--- src/rtl/definitions.sv ---
// Shared BeeF core type definitions: program counter type and hardware loop
// stack constants used by the loop-address source and its skip controller.
package definitions;

  localparam int PC_BITS    = 16;
  localparam int LOOP_DEPTH = 16;

  typedef logic [PC_BITS-1:0] PROGRAM_COUNTER;
  typedef PROGRAM_COUNTER     LOOP_ADDR;

  typedef enum logic {
    LOOP_IDLE = 1'b0,
    LOOP_SKIP = 1'b1
  } loop_state;

endpackage

--- src/rtl/loop_stack_unit_skip_fsm.sv ---
// Skip controller for `[` with a zero accumulator: tracks bracket nesting
// while fetch discards instructions up to the matching `]`.
module loop_skip_fsm
  import definitions::*;
#(
  parameter int SKIP_WIDTH = 8
) (
  input  logic clk,
  input  logic reset,
  input  logic skip_start,
  input  logic open_seen,
  input  logic close_seen,
  output logic skipping,
  output logic sat_error
);

  loop_state             state_q, state_d;
  logic [SKIP_WIDTH-1:0] depth_q, depth_d;

  // NOTE: every output of this block gets a default first, so no path can
  // leave a signal unassigned and infer a latch.
  always_comb begin
    state_d   = state_q;
    depth_d   = depth_q;
    sat_error = 1'b0;
    unique case (state_q)
      LOOP_IDLE: begin
        if (skip_start) begin
          state_d = LOOP_SKIP;
          depth_d = SKIP_WIDTH'(1);
        end
      end
      LOOP_SKIP: begin
        if (open_seen && !close_seen) begin
          // Saturate rather than wrap; the lost nesting level is reported.
          if (&depth_q) sat_error = 1'b1;
          else          depth_d   = depth_q + SKIP_WIDTH'(1);
        end else if (close_seen && !open_seen) begin
          if (depth_q <= SKIP_WIDTH'(1)) begin
            depth_d = '0;
            state_d = LOOP_IDLE;
          end else begin
            depth_d = depth_q - SKIP_WIDTH'(1);
          end
        end
      end
      default: begin
        state_d = LOOP_IDLE;
        depth_d = '0;
      end
    endcase
  end

  // NOTE: state registers use non-blocking assignments so every flop samples
  // the pre-edge value of every other flop.
  always_ff @(posedge clk) begin
    if (reset) begin
      state_q <= LOOP_IDLE;
      depth_q <= '0;
    end else begin
      state_q <= state_d;
      depth_q <= depth_d;
    end
  end

  assign skipping = (state_q == LOOP_SKIP);

endmodule

--- src/rtl/loop_stack_unit.sv ---
// Hardware loop-address stack for the BeeF core: holds loop-body start
// addresses for `[`/`]` and exposes the top entry as pc_loaded for fetch.
module loop_stack_unit
  import definitions::*;
#(
  parameter int PC_WIDTH   = PC_BITS,
  parameter int DEPTH      = LOOP_DEPTH,
  parameter int SKIP_WIDTH = 8
) (
  input  logic                clk,
  input  logic                reset,
  input  logic [PC_WIDTH-1:0] pc,
  input  logic                push,
  input  logic                pop,
  input  logic                skip_start,
  input  logic                open_seen,
  input  logic                close_seen,
  output logic [PC_WIDTH-1:0] pc_loaded,
  output logic                skipping,
  output logic                full,
  output logic                empty,
  output logic                overflow,
  output logic                underflow
);

  localparam int AW    = $clog2(DEPTH);
  localparam int CNT_W = AW + 1;

  logic [PC_WIDTH-1:0] entry_q [DEPTH];
  logic [CNT_W-1:0]    count_q, count_d;
  logic                overflow_q, overflow_d;
  logic                underflow_q, underflow_d;

  logic                wr_en;
  logic [AW-1:0]       wr_idx;
  logic [AW-1:0]       top_idx;
  logic [PC_WIDTH-1:0] push_addr;
  logic                stack_active;
  logic                sat_error;

  loop_skip_fsm #(
    .SKIP_WIDTH(SKIP_WIDTH)
  ) u_skip_fsm (
    .clk       (clk),
    .reset     (reset),
    .skip_start(skip_start),
    .open_seen (open_seen),
    .close_seen(close_seen),
    .skipping  (skipping),
    .sat_error (sat_error)
  );

  assign empty     = (count_q == '0);
  assign full      = (count_q == CNT_W'(DEPTH));
  assign top_idx   = count_q[AW-1:0] - AW'(1);
  assign push_addr = pc + PC_WIDTH'(1);
  assign pc_loaded = empty ? '0 : entry_q[top_idx];

  // The stack is frozen while skipping and on the cycle a skip begins.
  assign stack_active = !skipping && !skip_start;

  always_comb begin
    count_d     = count_q;
    overflow_d  = overflow_q | sat_error;
    underflow_d = underflow_q;
    wr_en       = 1'b0;
    wr_idx      = count_q[AW-1:0];
    if (stack_active) begin
      if (push && pop && !empty) begin
        // Replace the top entry: loop exit and re-entry in one instruction.
        wr_en  = 1'b1;
        wr_idx = top_idx;
      end else if (push) begin
        if (full) begin
          overflow_d = 1'b1;
        end else begin
          wr_en   = 1'b1;
          count_d = count_q + CNT_W'(1);
        end
      end else if (pop) begin
        if (empty) underflow_d = 1'b1;
        else       count_d     = count_q - CNT_W'(1);
      end
    end
  end

  always_ff @(posedge clk) begin
    if (reset) begin
      count_q     <= '0;
      overflow_q  <= 1'b0;
      underflow_q <= 1'b0;
    end else begin
      count_q     <= count_d;
      overflow_q  <= overflow_d;
      underflow_q <= underflow_d;
    end
  end

  // NOTE: the entry array has no reset; count alone defines which entries are
  // valid, so clearing storage would only cost reset fan-out.
  always_ff @(posedge clk) begin
    if (wr_en) entry_q[wr_idx] <= push_addr;
  end

  assign overflow  = overflow_q;
  assign underflow = underflow_q;

endmodule

--- config.mk ---
export PLATFORM = sky130hd
export DESIGN_NAME = loop_stack_unit
export DESIGN_NICKNAME = d
export VERILOG_FILES = /design/src/rtl/definitions.sv /design/src/rtl/loop_stack_unit_skip_fsm.sv /design/src/rtl/loop_stack_unit.sv
export SDC_FILE = /design/constraint.sdc
export NUM_CORES = 1
export LEC_CHECK = 0
export ABC_AREA = 1
export ABC_CLOCK_PERIOD_IN_PS = 4000
export BUFFER_PORTS_ARGS = -buffer_cell sky130_fd_sc_hd__clkbuf_2
export CAP_MARGIN = 30
export CORE_UTILIZATION = 29
export DETAILED_ROUTE_END_ITERATION = 12
export GPL_ROUTABILITY_DRIVEN = 0
export SETUP_SLACK_MARGIN = 0.1
export SYNTH_ARGS = -nofsm -noshare
export SYNTH_HDL_FRONTEND = slang
export SYNTH_SLANG_ARGS = --single-unit
--- constraint.sdc ---
create_clock -name clk -period 4 [get_ports clk]
set_input_delay 0.2 -clock clk [delete_from_list [all_inputs] [get_ports clk]]
set_output_delay 0.2 -clock clk [all_outputs]
set_load 0.02 [all_outputs]
==> results.json, run 1 <==
{
  "outcome": "completed",
  "grt_pass1_vias": 7898,
  "r2r_slack_ps": 840,
  "hold_viol": 0,
  "r2r_end": "entry_q[10][9]$_DFFE_PP_",
  "worst_slack_ps": 463,
  "tns_ps": 0,
  "drive_gt1_share_pct": 12.2,
  "slew_headroom_pct": 28.8,
  "switching_share_pct": 29.3,
  "dp_hpwl_microns": 17400,
  "syn_inst": 1109,
  "seqCellArea_sq_mm": 0.00801,
  "yosysTopAreaCell": "edfxtp_1",
  "final_net_count": 1190,
  "htreeDepth": 1,
  "cp-start-kind": "flip-flop",
  "syn_to_final_growth_pct": 14.2,
  "final_core_util_pct": 33.5,
  "intPower_mw": 4.76,
  "remaining_drc_errors": 0,
  "syn_nets": 1144,
  "placementRows": 74,
  "power_density_mw_per_mm2": 492,
  "combPwrFrac_pct": 17.9,
  "antenna_cells": 0,
  "fin_area_sq_mm": 0.0137,
  "setup_viol": 0,
  "cp.arrival_ps": 3340,
  "yosys_warnings": 0,
  "initial_core_util_pct": 29.4,
  "power_frac_clock_pct": 34.6,
  "worstSetupEndpointType": "output pin",
  "dr_total_vias": 8189,
  "worst-setup-path-type": "flip-flop to output pin",
  "synthArstFlopShare_pct": 0,
  "dp_slack_ps": 801,
  "grt_max_degree": 92,
  "worstPathMaxFanout": 53,
  "netlist.area_leader.share_pct": 64.1,
  "hp-start": "pop",
  "synth.distinct_cells": 37,
  "overflow": 0,
  "drt_iter0_drc": 747,
  "hold_path_class": "input pin to flip-flop",
  "timing.fmax_mhz": 283,
  "crit_buf_inv": 4,
  "hold_path_depth": 3,
  "multi_input_area_sq_mm": 0.00363,
  "startpoint": "count_q[0]$_SDFFE_PP0P_",
  "dieArea_sq_mm": 0.0422,
  "drt-total-wl_microns": 29300,
  "mostFrequentLayoutCells": "323 x nand2_1, 256 x edfxtp_1, 201 x nand3_1",
  "die_y_microns": 205,
  "numCtsBuffers": 27,
  "cpMostUsedCell": "nand3_1",
  "final_common_cell": "nand2_1",
  "ys.flop_type": "edfxtp_1",
  "syn_area_per_cell_sq_um": 10.8,
  "postCtsSetupBuffers": 0,
  "cp_cell_sequence": "inv_4, ha_2, inv_2, buf_6, nand3_1, nand3_1, nand2_1, a21oi_1, nor2_1, clkbuf_2",
  "switchingPower_mw": 1.97,
  "clk_pin_slew_ps": 60,
  "clockBufferDepth": 3,
  "rsz0062_at_grt": "no",
  "synth_area_sq_mm": 0.0120,
  "ys_top_cells_by_area": "edfxtp_1 64%, nand2_1 10%, nand3_1 8.4%",
  "cp_slowest_cell": "dfxtp_4",
  "viasPerCell": 4.80,
  "clock_latency_ps": 550,
  "cap_violations": 0,
  "firstDrtPassIters": 5,
  "hold_slack_ps": 46.2,
  "routedWlPerCell_microns": 17.2,
  "r2r-start": "count_q[0]$_SDFFE_PP0P_",
  "grt_usage_pct": 13.9,
  "numPortBuffers": 43,
  "ios": 44,
  "cts-root-buf": "clkbuf_16",
  "worst_ir_drop_vdd_mv": 0.255,
  "grt_pass1_wl_microns": 45200,
  "worst_slew_pin_slew_ps": 1060,
  "cts_tree": "yes",
  "cts_sinks": 272,
  "coreArea_sq_mm": 0.0408,
  "fin_worst_skew_ps": 8.59,
  "ant_nets": 0,
  "ys_ff_latch": 272,
  "max_stage_delay_ps": 690,
  "required_ps": 3800,
  "worstHoldEndpoint": "underflow$_SDFFE_PP0P_",
  "period_needed_ps": 3540,
  "reg2reg_depth": 10,
  "fillCellCount": 4054,
  "die_x_microns": 205,
  "synth_edf_count": 256,
  "placed_cell_area_sq_mm": 0.0129,
  "yosysSeqAreaShare_pct": 66.8,
  "finalCritPeriodShare_pct": 88.4,
  "p_seq_share_pct": 47.6,
  "power.leakage_nw": 4.96,
  "cp_top_family": "buffers and inverters",
  "antenna_found_initial": 0,
  "slew_viol_final": 0
}
-- layout make-up --
type / count / share of cell area, %
clock buffer: 36 / 5.18
sequential: 272 / 58.5
multi-input combinational: 743 / 26.5
tap: 532 / 4.86
clock inverter: 12 / 0.585
inverter: 38 / 1.08
timing repair buffer: 73 / 3.26
-- worst min-delay path, cell delays in order --
cell	delay, ps
clkbuf_2	160
nand4_1	120
a21oi_1	60
-- synth_stat cells, types with 7 or more instances --
| cell type | n |
|---|---|
| edfxtp_1 | 256 |
| buf_2 | 22 |
| nor2_1 | 71 |
| nand4_1 | 7 |
| xor2_1 | 12 |
| clkbuf_1 | 27 |
| xnor2_1 | 9 |
| nand3_1 | 201 |
| dfxtp_1 | 16 |
| ha_1 | 11 |
| a21oi_1 | 61 |
| inv_1 | 32 |
| o21ai_0 | 19 |
| nand2_1 | 323 |
-- layer usage --
metal	part of all wire [%]	vias up	track usage (%)
met5	0	-	0
met3	4.4	43	1.85
met1	47	4008	19.1
met2	46	197	22.8
li1	-	3941	-
met4	2.4	0	4.05
-- stage by stage --
stage	total power, mW	cells
floorplan	4.07	1109
global placement	4.46	1657
detailed placement	4.47	1657
CTS	6.79	1706
global route	7.00	1706
finish	6.73	1706
-- sequential cells by signal (all words and copies together), names as in the netlist --
signal	count
u_skip_fsm.depth_q	8
u_skip_fsm.skipping	1
overflow	1
underflow	1
entry_q	256
count_q	5
-- how the worst max path moves through the flow --
stage / cells after the start / to
floorplan: 11 / entry_q[0][0]$_DFFE_PP_
global placement: 7 / entry_q[10][7]$_DFFE_PP_
detailed placement: 10 / pc_loaded[4]
CTS: 10 / pc_loaded[4]
global route: 10 / pc_loaded[1]
finish: 10 / pc_loaded[4]
-- cells by family (layout without fill, tap and decap cells) --
kind of cell / count (synthesis) / count (layout) / share of synthesized area [%]
XOR/XNOR: 24 / 24 / 2.13
adder cells (fa/ha/maj): 12 / 12 / 1.31
flip-flops: 272 / 272 / 66.8
buffers and inverters: 94 / 159 / 3.52
AND/OR/NAND/NOR: 617 / 617 / 22.2
AO/OA/AOI/OAI: 90 / 90 / 4.04
-- what timing repair did --
item,4_1_cts,5_1_grt
hold buffers,1,0
gates resized for setup,0,1
endpoints found under the hold margin,5,0
endpoints found under the setup margin,0,2
-- power by group through the flow --
stage               registers, mW  logic (mW)  clock network (mW)
detailed placement           3.26        1.21                   0
floorplan                    3.24       0.832                   0
CTS                          3.20        1.21                2.37
global placement             3.26        1.20                   0
finish                       3.20        1.20                2.33
global route                 3.20        1.33                2.47
Power figures use the tool's default switching activity.
==> run 2: changes to the inputs <==
--- a/config.mk
+++ b/config.mk
@@ -12,6 +12,7 @@
 export CORE_UTILIZATION = 29
 export DETAILED_ROUTE_END_ITERATION = 12
 export GPL_ROUTABILITY_DRIVEN = 0
+export PLACE_DENSITY = 0.52
 export SETUP_SLACK_MARGIN = 0.1
 export SYNTH_ARGS = -nofsm -noshare
 export SYNTH_HDL_FRONTEND = slang
==> results.json, run 2 (synthesized netlist as in run 1, its figures left out) <==
{
  "tns_ps": 0,
  "clock_latency_ps": 570,
  "viasPerCell": 4.80,
  "cap_violations": 0,
  "initial_core_util_pct": 29.4,
  "worstPathMaxFanout": 78,
  "die_x_microns": 205,
  "slew_viol_final": 0,
  "timing.fmax_mhz": 273,
  "r2r_slack_ps": 880,
  "rsz0062_at_grt": "no",
  "cp-start-kind": "flip-flop",
  "dp.cells": 1665,
  "placementRows": 74,
  "design_power_total_mw": 7.05,
  "final_net_count": 1201,
  "cp.depth": 8,
  "hold_path_class": "input pin to flip-flop",
  "reg.largest.list": "entry_q (256), u_skip_fsm.depth_q (8), count_q (5)",
  "worst_slew_pin_slew_ps": 979,
  "dp_hpwl_microns": 18500,
  "drt-total-wl_microns": 31400,
  "fin_worst_skew_ps": 23.1,
  "numCtsBuffers": 29,
  "worst_ir_drop_vdd_mv": 0.305,
  "final_cells": 1721,
  "crit_buf_inv": 4,
  "hold_viol": 0,
  "ctsResizeCount": 0,
  "slew_headroom_pct": 34.4,
  "grt_usage_pct": 15.2,
  "power.leakage_nw": 5.05,
  "largest_reg_flops": 256,
  "coreArea_sq_mm": 0.0408,
  "die_y_microns": 205,
  "grt_max_degree": 81,
  "routedWlPerCell_microns": 18.3,
  "numPortBuffers": 43,
  "antenna_found_initial": 1,
  "r2r-start": "count_q[0]$_SDFFE_PP0P_",
  "worst-setup-path-type": "flip-flop to output pin",
  "cp_slowest_cell": "buf_4",
  "final_common_cell": "nand2_1",
  "worstSetupEndpointType": "output pin",
  "reg2reg_depth": 8,
  "startpoint": "count_q[0]$_SDFFE_PP0P_",
  "power_density_mw_per_mm2": 507,
  "htreeDepth": 1,
  "ios": 44,
  "cp_cell_sequence": "inv_4, buf_4, buf_4, o21ai_0, o211ai_1, nand3_2, a21oi_2, clkbuf_2",
  "clk_pin_slew_ps": 60,
  "cp.arrival_ps": 3460,
  "cp_top_family": "buffers and inverters",
  "cts_sinks": 272,
  "cts-root-buf": "clkbuf_16",
  "dr_total_vias": 8260,
  "antenna_cells": 0,
  "top_register": "entry_q",
  "postCtsSetupBuffers": 0,
  "dp_slack_ps": 807,
  "hp-start": "reset",
  "mostFrequentLayoutCells": "323 x nand2_1, 256 x edfxtp_1, 201 x nand3_1",
  "grt_pass1_wl_microns": 48500,
  "dieArea_sq_mm": 0.0422,
  "cpMostUsedCell": "buf_4",
  "syn_to_final_growth_pct": 16.0,
  "fillCellCount": 4084,
  "grt_pass1_vias": 7981,
  "outcome": "completed",
  "drt_iter0_drc": 784,
  "required_ps": 3800,
  "period_needed_ps": 3660,
  "crit_path_end": "pc_loaded[14]",
  "setup_viol": 0,
  "worst_slack_ps": 338,
  "clockBufferDepth": 3,
  "ant_nets": 0,
  "drive_gt1_share_pct": 14.1,
  "firstDrtPassIters": 5,
  "overflow": 0,
  "max_stage_delay_ps": 800,
  "cts_tree": "yes",
  "r2r_end": "entry_q[2][4]$_DFFE_PP_",
  "remaining_drc_errors": 0,
  "finalCritPeriodShare_pct": 91.6
}
## run 2: cell count changes in the layout (fill, tap and decap cells not counted), moves of 3 or more
cell / previous run / this run
buf_4: 28 / 36
clkbuf_1: 9 / 4
clkinv_1: 5 / 8
nor2_1: 67 / 55
nor2_2: 5 / 17
## run 2: power breakdown
group	switching (mW)	leakage (nW)	internal, mW
clock network	1.15	0.450	1.47
logic	0.903	2.17	0.347
registers	0.0248	2.44	3.16
## run 2: repair_timing
action | in CTS | in global routing
hold buffers | 1 | 0
hold endpoints to repair | 6 | 0
endpoints found under the setup margin | 0 | 0
## run 2: stage by stage
| stage | hold WS [ps] | utilization (%) | area (sq um) |
|---|---|---|---|
| after global placement | 448 | 31.7 | 13000 |
| after detailed placement | 451 | 31.7 | 13000 |
| after floorplan | 269 | - | 12000 |
| after CTS | 14.3 | 34.0 | 13900 |
| after global routing | 53.4 | 34.1 | 13900 |
| final | 40.0 | 34.1 | 13900 |
## run 2: per-layer routing
layer  global-route usage, %  wire (microns)  vias to the layer above
met5                       0               0                        -
met4                    5.53             947                        0
met3                    2.38            1720                       54
met2                    24.2           14300                      210
met1                    21.0           14400                     4012
li1                        -               -                     3984
## run 2: worst min-delay path by stage
stage	end	slack [ps]	cells after the start
final	count_q[0]$_SDFFE_PP0P_	40	2
after global routing	u_skip_fsm.depth_q[5]$_SDFFE_PP0P_	50	2
after CTS	count_q[0]$_SDFFE_PP0P_	10	2
after detailed placement	underflow$_SDFFE_PP0P_	450	2
after global placement	underflow$_SDFFE_PP0P_	450	2
after floorplan	u_skip_fsm.depth_q[7]$_SDFFE_PP0P_	270	1
## run 2: area by class of cell
class,count,area (sq um),area share (%)
sequential,272,8010,57.6
clock inverter,21,178,1.28
multi-input combinational,743,3630,26.1
timing repair buffer,82,531,3.82
inverter,38,148,1.06
clock buffer,33,741,5.33
tap,532,666,4.79
==> run 3: changes to the inputs <==
--- a/config.mk
+++ b/config.mk
@@ -13,6 +13,7 @@
 export DETAILED_ROUTE_END_ITERATION = 12
 export GPL_ROUTABILITY_DRIVEN = 0
 export PLACE_DENSITY = 0.52
+export RECOVER_POWER = 25
 export SETUP_SLACK_MARGIN = 0.1
 export SYNTH_ARGS = -nofsm -noshare
 export SYNTH_HDL_FRONTEND = slang
==> results.json, run 3 (synthesized netlist as in run 1, its figures left out) <==
{
  "cpMostUsedCell": "buf_4",
  "clockBufferDepth": 3,
  "cp.arrival_ps": 3450,
  "hold_slack_ps": 41.9,
  "initial_core_util_pct": 29.4,
  "slew_headroom_pct": 35.2,
  "worstHoldEndpoint": "count_q[0]$_SDFFE_PP0P_",
  "hp-start": "reset",
  "clk_pin_slew_ps": 60,
  "hold_path_class": "input pin to flip-flop",
  "cts_tree": "yes",
  "antenna_cells": 0,
  "overflow": 0,
  "numCtsBuffers": 29,
  "period_needed_ps": 3650,
  "tns_ps": 0,
  "worst_ir_drop_vdd_mv": 0.305,
  "worst-setup-path-type": "flip-flop to output pin",
  "required_ps": 3800,
  "mostFrequentLayoutCells": "323 x nand2_1, 256 x edfxtp_1, 201 x nand3_1",
  "finalCritPeriodShare_pct": 91.3,
  "antenna_found_initial": 1,
  "cts-root-buf": "clkbuf_16",
  "drive_gt1_share_pct": 13.5,
  "power.leakage_nw": 5.03,
  "top_register": "entry_q",
  "timing.fmax_mhz": 274,
  "slew_viol_final": 0,
  "routedWlPerCell_microns": 18.3,
  "die_y_microns": 205,
  "cp.depth": 8,
  "crit_buf_inv": 4,
  "reg.largest.list": "entry_q (256), u_skip_fsm.depth_q (8), count_q (5)",
  "grt_pass1_wl_microns": 48500,
  "drt_iter0_drc": 769,
  "wl_met2_microns": 14300,
  "multi_input_area_sq_mm": 0.00363,
  "rsz0062_at_grt": "no",
  "cp_slowest_cell": "buf_4",
  "worstSetupEndpointType": "output pin",
  "htreeDepth": 1,
  "drt-met1-wl_microns": 14500,
  "coreArea_sq_mm": 0.0408,
  "cp_top_family": "buffers and inverters",
  "cp-start-kind": "flip-flop",
  "worstPathMaxFanout": 78,
  "clock_latency_ps": 570,
  "ios": 44,
  "worst_slew_pin_slew_ps": 968,
  "numPortBuffers": 43,
  "outcome": "completed",
  "viasPerCell": 4.81,
  "grt_max_degree": 81,
  "seqCellArea_sq_mm": 0.00801,
  "postCtsSetupBuffers": 0,
  "r2r-start": "count_q[0]$_SDFFE_PP0P_",
  "grt_usage_pct": 15.2,
  "dp_slack_ps": 807,
  "power_density_mw_per_mm2": 508,
  "cp_cell_sequence": "inv_4, buf_4, buf_4, o21ai_0, o211ai_1, nand3_2, a21oi_2, clkbuf_2",
  "hold_path_depth": 2,
  "grt_pass1_vias": 7981,
  "remaining_drc_errors": 0,
  "ant_nets": 0,
  "max_stage_delay_ps": 790,
  "cts_sinks": 272,
  "worst_slack_ps": 348,
  "fillCellCount": 4087,
  "reg2reg_depth": 8,
  "dp_hpwl_microns": 18500,
  "firstDrtPassIters": 5,
  "cap_violations": 0,
  "r2r_slack_ps": 880,
  "largest_reg_flops": 256,
  "setup_viol": 0,
  "r2r_end": "entry_q[2][4]$_DFFE_PP_",
  "drt-total-wl_microns": 31500,
  "fin_worst_skew_ps": 22.2,
  "dr_total_vias": 8275,
  "final_net_count": 1201,
  "placementRows": 74,
  "dieArea_sq_mm": 0.0422,
  "top_layer": "met4",
  "route.met3.wl_microns": 1710,
  "die_x_microns": 205,
  "final_common_cell": "nand2_1",
  "design_power_total_mw": 7.05,
  "syn_to_final_growth_pct": 15.7,
  "hold_viol": 0
}
run 3: changes by cell type in the layout (fill, tap and decap cells not counted), sizes merged:
| cell | change |
|---|---|
| clkbuf | +7 |
| buf | -7 |
run 3: layer usage:
layer / vias to the layer above / global-route usage, %
li1: 3980 / -
met1: 4016 / 21.0
met2: 224 / 24.2
met3: 55 / 2.38
met4: 0 / 5.53
met5: - / 0
run 3: through the flow:
step | cell area [sq um] | utilization, % | cells
2_1_floorplan | 12000 | - | 1109
4_1_cts | 13900 | 34.0 | 1720
3_5_place_dp | 13000 | 31.7 | 1665
5_1_grt | 13900 | 34.0 | 1721
6_report | 13900 | 34.0 | 1721
3_3_place_gp | 13000 | 31.7 | 1664
run 3: worst max path at each step:
stage | from | to
floorplan | count_q[0]$_SDFFE_PP0P_ | entry_q[0][0]$_DFFE_PP_
global placement | count_q[0]$_SDFFE_PP0P_ | entry_q[2][6]$_DFFE_PP_
detailed placement | count_q[0]$_SDFFE_PP0P_ | entry_q[2][6]$_DFFE_PP_
CTS | count_q[0]$_SDFFE_PP0P_ | pc_loaded[4]
global route | count_q[0]$_SDFFE_PP0P_ | pc_loaded[13]
finish | count_q[0]$_SDFFE_PP0P_ | pc_loaded[14]
run 3: final cells by class:
cell class	count	share of cell area, %
Multi-Input combinational cell	743	26.2
Clock inverter	21	1.28
Timing Repair Buffer	82	3.62
Clock buffer	33	5.34
Inverter	38	1.06
Tap cell	532	4.80
Sequential cell	272	57.7
run 3: power breakdown:
| part | internal, mW | total, mW | switching, mW |
|---|---|---|---|
| sequential | 3.16 | 3.19 | 0.0248 |
| combinational | 0.343 | 1.25 | 0.903 |
| clock | 1.47 | 2.62 | 1.15 |
| total | 4.97 | 7.05 | 2.08 |
run 3: repair_timing:
item | 4_1_cts | 5_1_grt
gates resized for setup | 0 | 0
hold buffers | 1 | 0
hold endpoints to repair | 6 | 0
